--- src/rtl/audio_pkg.sv ---
// Shared audio datapath definitions: sample width used by the whole filter
// chain, the default I2S slot width, and the serial-data source select.
package audio_pkg;

  // Width of every processed audio sample (two's complement, MSB first).
  localparam int AUDIO_SAMPLE_WIDTH = 24;

  // Default number of bit-clock periods in one I2S channel slot.
  localparam int I2S_DEFAULT_SLOT_WIDTH = 32;

  // Source of the serial data bit for a given bit position in the frame.
  typedef enum logic [1:0] {
    SEL_ZERO  = 2'd0,
    SEL_LEFT  = 2'd1,
    SEL_RIGHT = 2'd2
  } sdata_sel_e;

endpackage : audio_pkg

--- src/rtl/i2s_clk_gen.sv ---
// Bit-clock generator for the I2S transmitter. Divides the system clock into
// the bit clock, flags the cycle whose ending edge drops the bit clock, and
// keeps the bit position within the stereo frame.
module i2s_clk_gen #(
  parameter int BCLK_DIV   = 2,
  parameter int SLOT_WIDTH = 32,
  localparam int DW = (BCLK_DIV > 1) ? $clog2(BCLK_DIV) : 1,
  localparam int BW = $clog2(2 * SLOT_WIDTH)
) (
  input  logic          clk,
  input  logic          rst,
  output logic          bclk,
  output logic          fall_stb,
  output logic [BW-1:0] b
);

  localparam logic [DW-1:0] DIV_LAST = DW'(BCLK_DIV - 1);
  localparam logic [BW-1:0] B_LAST   = BW'(2 * SLOT_WIDTH - 1);

  logic [DW-1:0] r_div;
  logic          r_bclk;
  logic [BW-1:0] r_b;
  logic          w_wrap;

  // The divider wraps once per bit-clock half period; a wrap while bclk is
  // high is the falling edge. fall_stb is high in the cycle whose closing
  // clk edge performs that 1->0 transition, so downstream registers that
  // qualify on it update in the same edge as the bit clock falls.
  assign w_wrap   = (r_div == DIV_LAST);
  assign fall_stb = w_wrap & r_bclk;
  assign bclk     = r_bclk;
  assign b        = r_b;

  // Divider, bit clock and frame bit counter. The bit counter resets to the
  // last position so the first falling edge lands on frame start (b = 0).
  always_ff @(posedge clk) begin
    if (rst) begin
      r_div  <= '0;
      r_bclk <= 1'b0;
      r_b    <= B_LAST;
    end else begin
      if (w_wrap) begin
        r_div  <= '0;
        r_bclk <= ~r_bclk;
      end else begin
        r_div <= r_div + 1'b1;
      end
      if (fall_stb) begin
        r_b <= (r_b == B_LAST) ? '0 : r_b + 1'b1;
      end
    end
  end

endmodule : i2s_clk_gen

--- src/rtl/i2s_transmitter.sv ---
// I2S (Philips format) transmitter: accepts one stereo sample pair per frame,
// holds it in a one-deep buffer, and serializes it MSB first with the
// standard one-bit delay after each word-select change.
//
// Handshake: a pair transfers on a clk edge where s_valid && s_ready. s_ready
// is high exactly when the holding buffer is empty. While s_ready is low the
// inputs are ignored and the source must keep its pair stable. A transfer in
// the same edge as a frame start never reaches that frame; it waits in the
// buffer for the next one.
module i2s_transmitter
  import audio_pkg::*;
#(
  parameter int BCLK_DIV     = 2,
  parameter int SAMPLE_WIDTH = AUDIO_SAMPLE_WIDTH,
  parameter int SLOT_WIDTH   = I2S_DEFAULT_SLOT_WIDTH
) (
  input  logic                    clk,
  input  logic                    rst,
  input  logic [SAMPLE_WIDTH-1:0] s_left,
  input  logic [SAMPLE_WIDTH-1:0] s_right,
  input  logic                    s_valid,
  output logic                    s_ready,
  output logic                    i2s_bclk,
  output logic                    i2s_lrclk,
  output logic                    i2s_sdata,
  output logic                    underrun
);

  localparam int BW = $clog2(2 * SLOT_WIDTH);

  // Bit positions (after the falling edge) that carry sample bits.
  localparam logic [BW-1:0] B_LAST  = BW'(2 * SLOT_WIDTH - 1);
  localparam logic [BW-1:0] SLOT_B  = BW'(SLOT_WIDTH);
  localparam logic [BW-1:0] L_FIRST = BW'(1);
  localparam logic [BW-1:0] L_LAST  = BW'(SAMPLE_WIDTH);
  localparam logic [BW-1:0] R_FIRST = BW'(SLOT_WIDTH + 1);
  localparam logic [BW-1:0] R_LAST  = BW'(SLOT_WIDTH + SAMPLE_WIDTH);

  // Clock generator outputs.
  logic          w_bclk;
  logic          w_fall;
  logic [BW-1:0] w_b;

  // Derived per-cycle controls.
  logic [BW-1:0] w_b_next;
  logic          w_frame_start;
  logic          w_xfer;
  sdata_sel_e    w_sel;

  // Holding buffer.
  logic                    r_full;
  logic [SAMPLE_WIDTH-1:0] r_hold_l;
  logic [SAMPLE_WIDTH-1:0] r_hold_r;

  // Shift registers and registered serial outputs.
  logic [SAMPLE_WIDTH-1:0] r_sh_l;
  logic [SAMPLE_WIDTH-1:0] r_sh_r;
  logic                    r_lrclk;
  logic                    r_sdata;
  logic                    r_underrun;

  i2s_clk_gen #(
    .BCLK_DIV  (BCLK_DIV),
    .SLOT_WIDTH(SLOT_WIDTH)
  ) u_clk_gen (
    .clk     (clk),
    .rst     (rst),
    .bclk    (w_bclk),
    .fall_stb(w_fall),
    .b       (w_b)
  );

  // Word select and data follow the bit position that becomes current at the
  // falling edge, so everything is decoded from the counter's next value.
  assign w_b_next      = (w_b == B_LAST) ? '0 : w_b + 1'b1;
  assign w_frame_start = w_fall & (w_b == B_LAST);
  assign w_xfer        = s_valid & ~r_full;

  assign s_ready   = ~r_full;
  assign i2s_bclk  = w_bclk;
  assign i2s_lrclk = r_lrclk;
  assign i2s_sdata = r_sdata;
  assign underrun  = r_underrun;

  // Pick which channel (if any) supplies the bit at the upcoming position.
  always_comb begin
    w_sel = SEL_ZERO;
    if ((w_b_next >= L_FIRST) && (w_b_next <= L_LAST)) begin
      w_sel = SEL_LEFT;
    end else if ((w_b_next >= R_FIRST) && (w_b_next <= R_LAST)) begin
      w_sel = SEL_RIGHT;
    end
  end

  // One-deep holding buffer: drained by the frame-start load, refilled by the
  // handshake. A full buffer blocks the handshake, so both never coincide.
  always_ff @(posedge clk) begin
    if (rst) begin
      r_full   <= 1'b0;
      r_hold_l <= '0;
      r_hold_r <= '0;
    end else if (w_frame_start && r_full) begin
      r_full <= 1'b0;
    end else if (w_xfer) begin
      r_full   <= 1'b1;
      r_hold_l <= s_left;
      r_hold_r <= s_right;
    end
  end

  // Serializer: load at frame start (zeros when the buffer is empty), then
  // shift each channel out MSB first during its data window.
  always_ff @(posedge clk) begin
    if (rst) begin
      r_sh_l  <= '0;
      r_sh_r  <= '0;
      r_lrclk <= 1'b0;
      r_sdata <= 1'b0;
    end else if (w_fall) begin
      r_lrclk <= (w_b_next >= SLOT_B);
      if (w_frame_start) begin
        r_sdata <= 1'b0;
        r_sh_l  <= r_full ? r_hold_l : '0;
        r_sh_r  <= r_full ? r_hold_r : '0;
      end else begin
        case (w_sel)
          SEL_LEFT: begin
            r_sdata <= r_sh_l[SAMPLE_WIDTH-1];
            r_sh_l  <= {r_sh_l[SAMPLE_WIDTH-2:0], 1'b0};
          end
          SEL_RIGHT: begin
            r_sdata <= r_sh_r[SAMPLE_WIDTH-1];
            r_sh_r  <= {r_sh_r[SAMPLE_WIDTH-2:0], 1'b0};
          end
          default: begin
            r_sdata <= 1'b0;
          end
        endcase
      end
    end
  end

  // Underrun flag: single-cycle pulse when a frame starts with nothing buffered.
  always_ff @(posedge clk) begin
    if (rst) begin
      r_underrun <= 1'b0;
    end else begin
      r_underrun <= w_frame_start & ~r_full;
    end
  end

endmodule : i2s_transmitter

--- config.mk ---
export PLATFORM = sky130hd
export DESIGN_NAME = i2s_transmitter
export DESIGN_NICKNAME = d
export VERILOG_FILES = /design/src/rtl/audio_pkg.sv /design/src/rtl/i2s_clk_gen.sv /design/src/rtl/i2s_transmitter.sv
export SDC_FILE = /design/constraint.sdc
export NUM_CORES = 1
export LEC_CHECK = 0
export CAP_MARGIN = 20
export CORE_MARGIN = 2
export CORE_UTILIZATION = 45
export DETAILED_ROUTE_END_ITERATION = 10
export PLACE_DENSITY = 0.73
export SYNTH_ARGS = -nofsm -noshare
export SYNTH_HDL_FRONTEND = slang
export SYNTH_SLANG_ARGS = --single-unit
--- constraint.sdc ---
create_clock -name clk -period 4.37 [get_ports clk]
set_input_delay 0.6555 -clock clk [delete_from_list [all_inputs] [get_ports clk]]
set_output_delay 0.6555 -clock clk [all_outputs]
set_load 0.1 [all_outputs]
Word-level counts from Yosys, hierarchy flattened

Index checks and enable logic that the tools add are counted.

Add/subtract/negate cells: 2
Multiply operators: 0
Divide/modulo/power cells: 0
Order comparisons: 5
Equality and inequality tests: 3
Shifts and indexed selects: 0
Mux-type cells: 11
Bitwise logic cells: 7
Reductions and logical operators: 10

Operators by type and width:

| kind                                                                   | number |
|---|---|
| 24-bit two-way mux                                                     | 6 |
| 6-bit >= comparator (second input constant)                            | 2 |
| 6-bit by 1-bit adder with 6-bit output (second input constant)         | 1 |
| 6-bit == test (second input constant)                                  | 1 |
| 6-bit by 1-bit >= comparator with 1-bit output (second input constant) | 1 |
| 6-bit by 5-bit <= comparator with 1-bit output (second input constant) | 1 |
| 6-bit <= comparator (second input constant)                            | 1 |
| 6-bit two-way mux                                                      | 1 |
| 2-bit AND reduction                                                    | 3 |
| 1-bit bitwise AND                                                      | 4 |
| 2-bit two-way mux                                                      | 2 |
| 2-bit nonzero test                                                     | 2 |
| 2-bit OR reduction                                                     | 2 |
| 1-bit logical AND                                                      | 3 |
| 1-bit inverter                                                         | 3 |
| 2-bit by 1-bit == test with 1-bit output (second input constant)       | 1 |
| 2-bit == test (second input constant)                                  | 1 |
| 1-bit one-hot mux with 2 select lines                                  | 1 |
| 1-bit adder (second input constant)                                    | 1 |
| 1-bit two-way mux                                                      | 1 |

Flip-flop bits (word level): 108
Bits in latches: 0
Memory bits (writable): 0
Memory bits (read-only): 0
Input port bits: 51
Output and inout port bits: 5
Memories kept: 0

Logic depth before layout (Yosys ltp)

Gate-level depths: netlist (run 1).

Depth in word-level cells: 9
Gate-level depth with buffers: 9
Depth with buffers taken out: 6

Cells and area by module

From an unflattened synthesis (run 1), not the netlist that was laid out.

Cells, all modules: 649
Area total of the unflattened synthesis: 5290.1 um^2

Modules (own cells, without submodules):

| module          | instances | cells an instance | area an instance (um^2) | seq. area each (um^2) |
|---|---|---|---|---|
| i2s_transmitter | 1         | 611               | 4953.5                  | 2001.9 |
| i2s_clk_gen     | 1         | 38                | 336.6                   | 160.2 |

Worst setup path before layout (run 1)

Ideal clock, no wire load.

Kind: register -> register
Start point: reg u_clk_gen.r_bclk (netlist: u_clk_gen.bclk)
End point: reg r_sh_r[3]
Setup time: 58 ps
Arrival: 2388 ps
Setup slack: 1925 ps
Cell stages (with the launch flop): 8
Period minus slack after synthesis: 2445 ps
Cells stage by stage: dfxtp_1 -> nand2_1 -> clkbuf_1 -> nor3_2 -> clkbuf_1 -> nand3_1 -> a21oi_1 -> mux2_2

Longest elaborated chain between the ends: 4
Elaborated cells on any way between the ends: 5

RTL lines:

| element                              | line                   | source |
|---|---|---|
| start: declaration                   | i2s_clk_gen.sv:21      | `logic r_bclk;` |
| start signal: assignment             | i2s_clk_gen.sv:44      | `r_bclk <= ~r_bclk;` |
| 1-bit bitwise AND *                  | i2s_clk_gen.sv:30      | `assign fall_stb = w_wrap & r_bclk;` |
| 1-bit bitwise AND                    | i2s_transmitter.sv:76  | `assign w_frame_start = w_fall & (w_b == B_LAST);` |
| 2-bit nonzero test (no source line)  | -                      |  |
| 2-bit AND reduction (no source line) | -                      |  |
| end signal: assignment               | i2s_transmitter.sv:124 | `r_sh_r <= r_full ? r_hold_r : '0;` |
| end signal: assignment               | i2s_transmitter.sv:133 | `r_sh_r <= {r_sh_r[SAMPLE_WIDTH-2:0], 1'b0};` |
| end: declaration                     | i2s_transmitter.sv:57  | `logic [SAMPLE_WIDTH-1:0] r_sh_r;` |

Mark *: on every way between the ends. The rest lies on a longest branch, timed or not.
A chain may end at the register's enable or synchronous reset.

Final worst setup path (run 1)

Start point: reg r_full
End point: out s_ready

Longest elaborated chain between the ends: 1

RTL lines:

| element                  | line                   | source |
|---|---|---|
| start: declaration       | i2s_transmitter.sv:51  | `logic r_full;` |
| start signal: assignment | i2s_transmitter.sv:99  | `r_full <= 1'b0;` |
| start signal: assignment | i2s_transmitter.sv:103 | `r_full <= 1'b0;` |
| start signal: assignment | i2s_transmitter.sv:105 | `r_full <= 1'b1;` |
| 1-bit inverter           | i2s_transmitter.sv:79  | `assign s_ready = ~r_full;` |
| end: declaration         | i2s_transmitter.sv:22  | `output logic s_ready,` |

No other way between the ends.

==> results of run 1 <==
-- routing by layer --
metal / wire length (um) / vias to the layer above / track usage (%)
met4: 116 / 0 / 5.49
met2: 4900 / 77 / 30.5
li1: - / 2029 / -
met1: 4790 / 1890 / 22.7
met5: 0 / - / 0
met3: 385 / 10 / 3.50
-- metrics by stage --
stage / hold WS, ns / cells / power, uW / setup slack (ns)
detailed placement: 0.448 / 722 / 1310 / 1.44
global placement: 0.442 / 722 / 1310 / 1.52
global route: 0.486 / 740 / 2010 / 0.959
floorplan: 0.425 / 573 / 1230 / 1.92
CTS: 0.463 / 738 / 1940 / 1.09
finish: 0.461 / 740 / 1930 / 1.11
-- area by class of cell --
cell class | count | share of cell area [%]
Multi-Input combinational cell | 409 | 43.7
Sequential cell | 108 | 38.3
Timing Repair Buffer | 62 | 10.9
Tap cell | 140 | 3.10
Clock buffer | 9 | 2.19
Clock inverter | 7 | 1.55
Inverter | 5 | 0.332
-- worst max-delay path by stage --
stage,from,to,slack (ns),depth (start not counted)
global placement,u_clk_gen.b[0]$_SDFFE_PP1P_,r_sh_l[10]$_SDFFE_PP0P_,1.52,7
global route,r_full$_SDFFE_PP0P_,s_ready,0.96,2
CTS,r_full$_SDFFE_PP0P_,s_ready,1.09,2
detailed placement,u_clk_gen.b[0]$_SDFFE_PP1P_,r_sh_l[7]$_SDFFE_PP0P_,1.44,7
floorplan,u_clk_gen.bclk$_SDFFE_PP0P_,r_sh_r[3]$_SDFFE_PP0P_,1.92,7
finish,r_full$_SDFFE_PP0P_,s_ready,1.11,2
-- cell usage after synthesis (5+ instances only) --
cell      number  area, sq um
nand3_1       27          135
mux2_1        19          214
clkbuf_1      29          109
a221o_1       24          240
buf_2          7         35.0
dfxtp_1      108         2160
inv_1          5         18.8
nand2_1      130          488
nor2b_1       49          307
buf_6          5         56.3
buf_1          6         22.5
a22o_1        23          201
a21oi_1       78          390
nor2_1         9         33.8
o21ai_0        6         30.0
-- sequential cells by signal (all words and copies together) (netlist names) --
signal,count
i2s_sdata,1
r_sh_l,24
underrun,1
i2s_lrclk,1
u_clk_gen.bclk,1
r_sh_r,24
r_full,1
r_hold_r,24
u_clk_gen.b,6
u_clk_gen.r_div,1
r_hold_l,24
-- placed cells by master (no fill, tap or decap), types with 2 or more instances in the layout --
master,instances
nor2_1,9
buf_4,6
a221o_1,24
a32o_1,2
nor3_2,2
clkbuf_8,9
a22o_1,23
o31ai_1,2
a21oi_1,78
clkdlybuf4s50_1,54
ha_1,3
nand2_1,130
nand2_2,2
nor2b_1,48
nand3_1,27
mux2_2,4
dfxtp_1,108
nand4_1,2
clkinv_4,2
mux2_1,19
a211o_1,2
inv_1,5
and2_1,2
xnor2_1,2
o21ai_0,6
-- power breakdown --
part	switching (uW)	internal [uW]	total [uW]
clock	360	275	635
sequential	33.0	1020	1050
combinational	147	96.7	244
total	540	1390	1930
-- worst min-delay path: cells and delay by family, from the launching register on --
family | cells | cell delay (ns)
DFF | 1 | 0.32
AOI/OAI and AO/OA | 1 | 0.05
and+or+nand+nor | 1 | 0.05
-- kinds of logic after synthesis --
group                      after synthesis  synth area share (%)
muxes                                   23                  5.29
DFF                                    108                  44.2
xor gates and xnor gates                 3                 0.537
buffers and inverters                   56                  5.55
AOI/OAI and AO/OA                      149                  21.2
adders and majority gates                3                 0.767
and+or+nand+nor                        231                  22.5
==> metrics.cfg, run 1 <==
[run_status]
status=finished clean

[yosys]
yosysSeqAreaShare_pct=44.2
async_reset_ff_share_pct=0
syn_area_sq_um=4890
avgSynthCellArea_sq_um=8.54
ys.flop_type=dfxtp_1
synth_seq_cells=108
syn_inst=573
synth_nets=627
synth_cell_type_count=47
synth_edf_count=0
synth_warnings=0

[grt]
grt_usage_pct=17.8
grt_antenna_before_repair=0
grt_pass1_vias=3801
grt_first_pass_wirelength_um=17000
grt_overflow=0
grt_max_degree=88

[critical_path]
crit_chain=inv_1 -> clkdlybuf4s50_1
reg2reg_to=r_sh_l[2]$_SDFFE_PP0P_
crit_path_end_kind=output pin
worstSetupPathType=reg2out
r2r_slack_ns=1.40
cp_max_fo=27
reg2reg_depth=7
rr_startpoint=u_clk_gen.b[0]$_SDFFE_PP1P_
path_buf_inv=2
cp_top_family=buffers and inverters
critPathSlowestCell=clkdlybuf4s50_1
worst_ep_required_time_ns=3.71
startpoint_type=flip-flop
arrival_ns=2.61
critPathMaxStageDelay_ns=1.06

[route]
drc=0
drt-total-wl_um=10200
via_per_inst=5.41
wl_per_cell_um=13.8
ant_nets=0
num_vias=4006
dr.pass1.iters=4
drt_iter0_markers=220

[layout]
finish.instance_area_sq_um=5650
antennaDiodeCount=0
nNetsFinal=649
area_growth_syn_to_layout_pct=15.5
seq_area_sq_um=2160
multi_input_area_sq_um=2470
fillerInstances=1019
layout-drive-gt1-share_pct=6.50
finish.utilization_pct=52.6

[clock_network]
clockBufferDepth=2
numCtsBuffers=9
clkTransAtPathRegs_ns=0.10
hold_buffers=0
post_cts_resized=0
post_cts_buffers=0
root_buffer=clkbuf_8
h-tree-depth=3
cts_tree=done
clock_sinks=108
clock_latency_ns=0.37

[sta]
hold_violations=0
tightest_slew_ns=1.02
rsz0062_at_grt=no
fmax_ghz=0.306
fin_tns_setup_ns=0
finClkSkew_ns=0.0102
slew_headroom_pct=31.5
setup_violations=0
fin_crit_sh_pct=74.7
period_minus_slack_ns=3.26
drv_slew=0

[run]
maxCapViolations=0

[die]
io_pins=56
fp.dieW_um=108
rows=38
die_y_um=108
coreArea_sq_um=10700
dieArea_sq_um=11700
initial_core_util_pct=45.5

[hold_path]
hold_path.class=reg2reg
min_path_cells=2
worstHoldStart=r_hold_l[18]$_SDFFE_PP0P_
hold_end=r_hold_l[18]$_SDFFE_PP0P_

[pwr]
power_density_nw_per_um2=342
irDropWorstVdd_mv=0.212
power.leakage_uw=0.00213

[placement]
dpl.hpwl_um=6570
port-buffer-count=55
gp_congestion=0.902
place_area_sq_um=5410

Note: power is estimated with default switching activity, not from simulation.
==> run 2: changes to the inputs <==
==> constraint.sdc (replaced) <==
create_clock -name clk -period 3.2 [get_ports clk]
set_input_delay 0.48 -clock clk [delete_from_list [all_inputs] [get_ports clk]]
set_output_delay 0.48 -clock clk [all_outputs]
set_load 0.1 [all_outputs]
==> run 2 against run 1 <==
  * Sequential power up 36%
  * Cell area up 0.49%
  * Flip-flop and latch count unchanged
  * Sequential share of layout area down 0.19 points
  * Register-to-register slack worse by 0.92 ns
  * Global-route usage up 0.84 points
  * Critical path type is now reg2reg
  * Critical endpoint is now r_sh_l[22]$_SDFFE_PP0P_
==> metrics.cfg, run 2 (same netlist as run 1, synthesis figures left out) <==
[layout]
seq_area_sq_um=2160
multi_input_area_sq_um=2470
fillerInstances=1011
final_cells=746
layout_commonest_cell=nand2_1
layout-drive-gt1-share_pct=8.25
antennaDiodeCount=0
mostFrequentLayoutCells=nand2_1 (130), dfxtp_1 (108), a21oi_1 (78)
area_growth_syn_to_layout_pct=16.1
nNetsFinal=655

[clock_network]
root_buffer=clkbuf_8
clockBufferDepth=2
post_cts_resized=0
cts_tree=done
clock_sinks=108
h-tree-depth=3
clock_latency_ns=0.37
hold_buffers=0
post_cts_buffers=0
clkTransAtPathRegs_ns=0.10
numCtsBuffers=9

[placement]
gp_congestion=0.854
port-buffer-count=55
dpl.hpwl_um=7110
place_inst=729

[sta]
slew_headroom_pct=44.5
drv_slew=0
tightest_slew_ns=0.833
fin_crit_sh_pct=85.0
fmax_ghz=0.368
hold_violations=0
setup_violations=0
finClkSkew_ns=0.0126
period_minus_slack_ns=2.72
fin_tns_setup_ns=0
rsz0062_at_grt=no

[grt]
grt_first_pass_wirelength_um=17700
use_met3_pct=3.19
grt_usage_pct=18.6
grt_overflow=0
grtUsageMet1_pct=24.2
top_usage_layer=met2
grt_pass1_vias=3811
use_met2_pct=30.9
grt_max_degree=52
grt_antenna_before_repair=0

[pwr]
power_density_nw_per_um2=467
irDropWorstVdd_mv=0.270
power.leakage_uw=0.00216

[hold_path]
worstHoldStart=r_hold_r[2]$_SDFFE_PP0P_
min_path_cells=2
hold_end=r_hold_r[2]$_SDFFE_PP0P_
hold_path.class=reg2reg

[die]
die_y_um=108
rows=38
initial_core_util_pct=45.5
fp.dieW_um=108
io_pins=56
dieArea_sq_um=11700
coreArea_sq_um=10700

[critical_path]
reg2reg_to=r_sh_l[22]$_SDFFE_PP0P_
crit_chain=ha_1 -> nand2_2 -> or3_4 -> and2_1 -> a221o_1
rr_startpoint=u_clk_gen.b[0]$_SDFFE_PP1P_
worst_ep_required_time_ns=3.46
arrival_ns=2.98
critPathSlowestCell=dfxtp_1
cp_max_fo=29
startpoint_type=flip-flop
worstSetupPathType=reg2reg
r2r_slack_ns=0.48
reg2reg_depth=5
critPathMaxStageDelay_ns=0.57
crit_path_end_kind=flip-flop

[route]
wl_per_cell_um=14.2
drc=0
num_vias=4092
dr.pass1.iters=8
via_per_inst=5.49
ant_nets=0
drt-total-wl_um=10600
drt_iter0_markers=213

[run]
maxCapViolations=0

[run_status]
status=finished clean

[run 2: worst max path at each step]
stage                                     start                       to
global route        u_clk_gen.b[0]$_SDFFE_PP1P_  r_sh_l[22]$_SDFFE_PP0P_
floorplan           u_clk_gen.bclk$_SDFFE_PP0P_   r_sh_r[3]$_SDFFE_PP0P_
detailed placement  u_clk_gen.b[0]$_SDFFE_PP1P_  r_sh_l[23]$_SDFFE_PP0P_
global placement    u_clk_gen.b[0]$_SDFFE_PP1P_  r_sh_l[23]$_SDFFE_PP0P_
finish              u_clk_gen.b[0]$_SDFFE_PP1P_  r_sh_l[22]$_SDFFE_PP0P_
CTS                 u_clk_gen.b[0]$_SDFFE_PP1P_  r_sh_l[23]$_SDFFE_PP0P_
[run 2: worst max-delay path, delay by kind of cell (launching register included)]
| family | cells | cell delay (ns) |
|---|---|---|
| AOI/OAI and AO/OA | 1 | 0.45 |
| adders and majority gates | 1 | 0.38 |
| DFF | 1 | 0.57 |
| and+or+nand+nor | 3 | 1.21 |
[run 2: layout make-up]
cell class	count	area share [%]
Inverter	5	0.330
Timing Repair Buffer	68	11.4
Sequential cell	108	38.1
Multi-Input combinational cell	409	43.4
Clock inverter	7	1.45
Clock buffer	9	2.18
Tap cell	140	3.08
[run 2: metal layers]
metal / share of wire (%) / up-vias / wire length (um)
li1: - / 2048 / -
met1: 46 / 1925 / 4900
met2: 48 / 97 / 5060
met3: 4.1 / 22 / 433
met4: 2.0 / 0 / 214
met5: 0 / - / 0
[run 2: metrics by stage]
stage	util (%)	setup slack (ns)	area [sq um]	hold WS (ns)	total power, uW
2_1_floorplan	-	0.755	4890	0.425	1690
3_3_place_gp	50.8	0.470	5460	0.441	1790
3_5_place_dp	50.8	0.357	5460	0.449	1810
4_1_cts	52.7	0.342	5670	0.463	2670
5_1_grt	52.9	0.289	5680	0.479	2760
6_report	52.9	0.480	5680	0.463	2650
[run 2: power breakdown]
group          total (uW)  leakage (uW)  internal, uW  switching [uW]
sequential           1430      0.000879          1390            37.0
combinational         349       0.00118           136             213
clock                 872      0.000104           376             496
total                2650       0.00216          1900             746
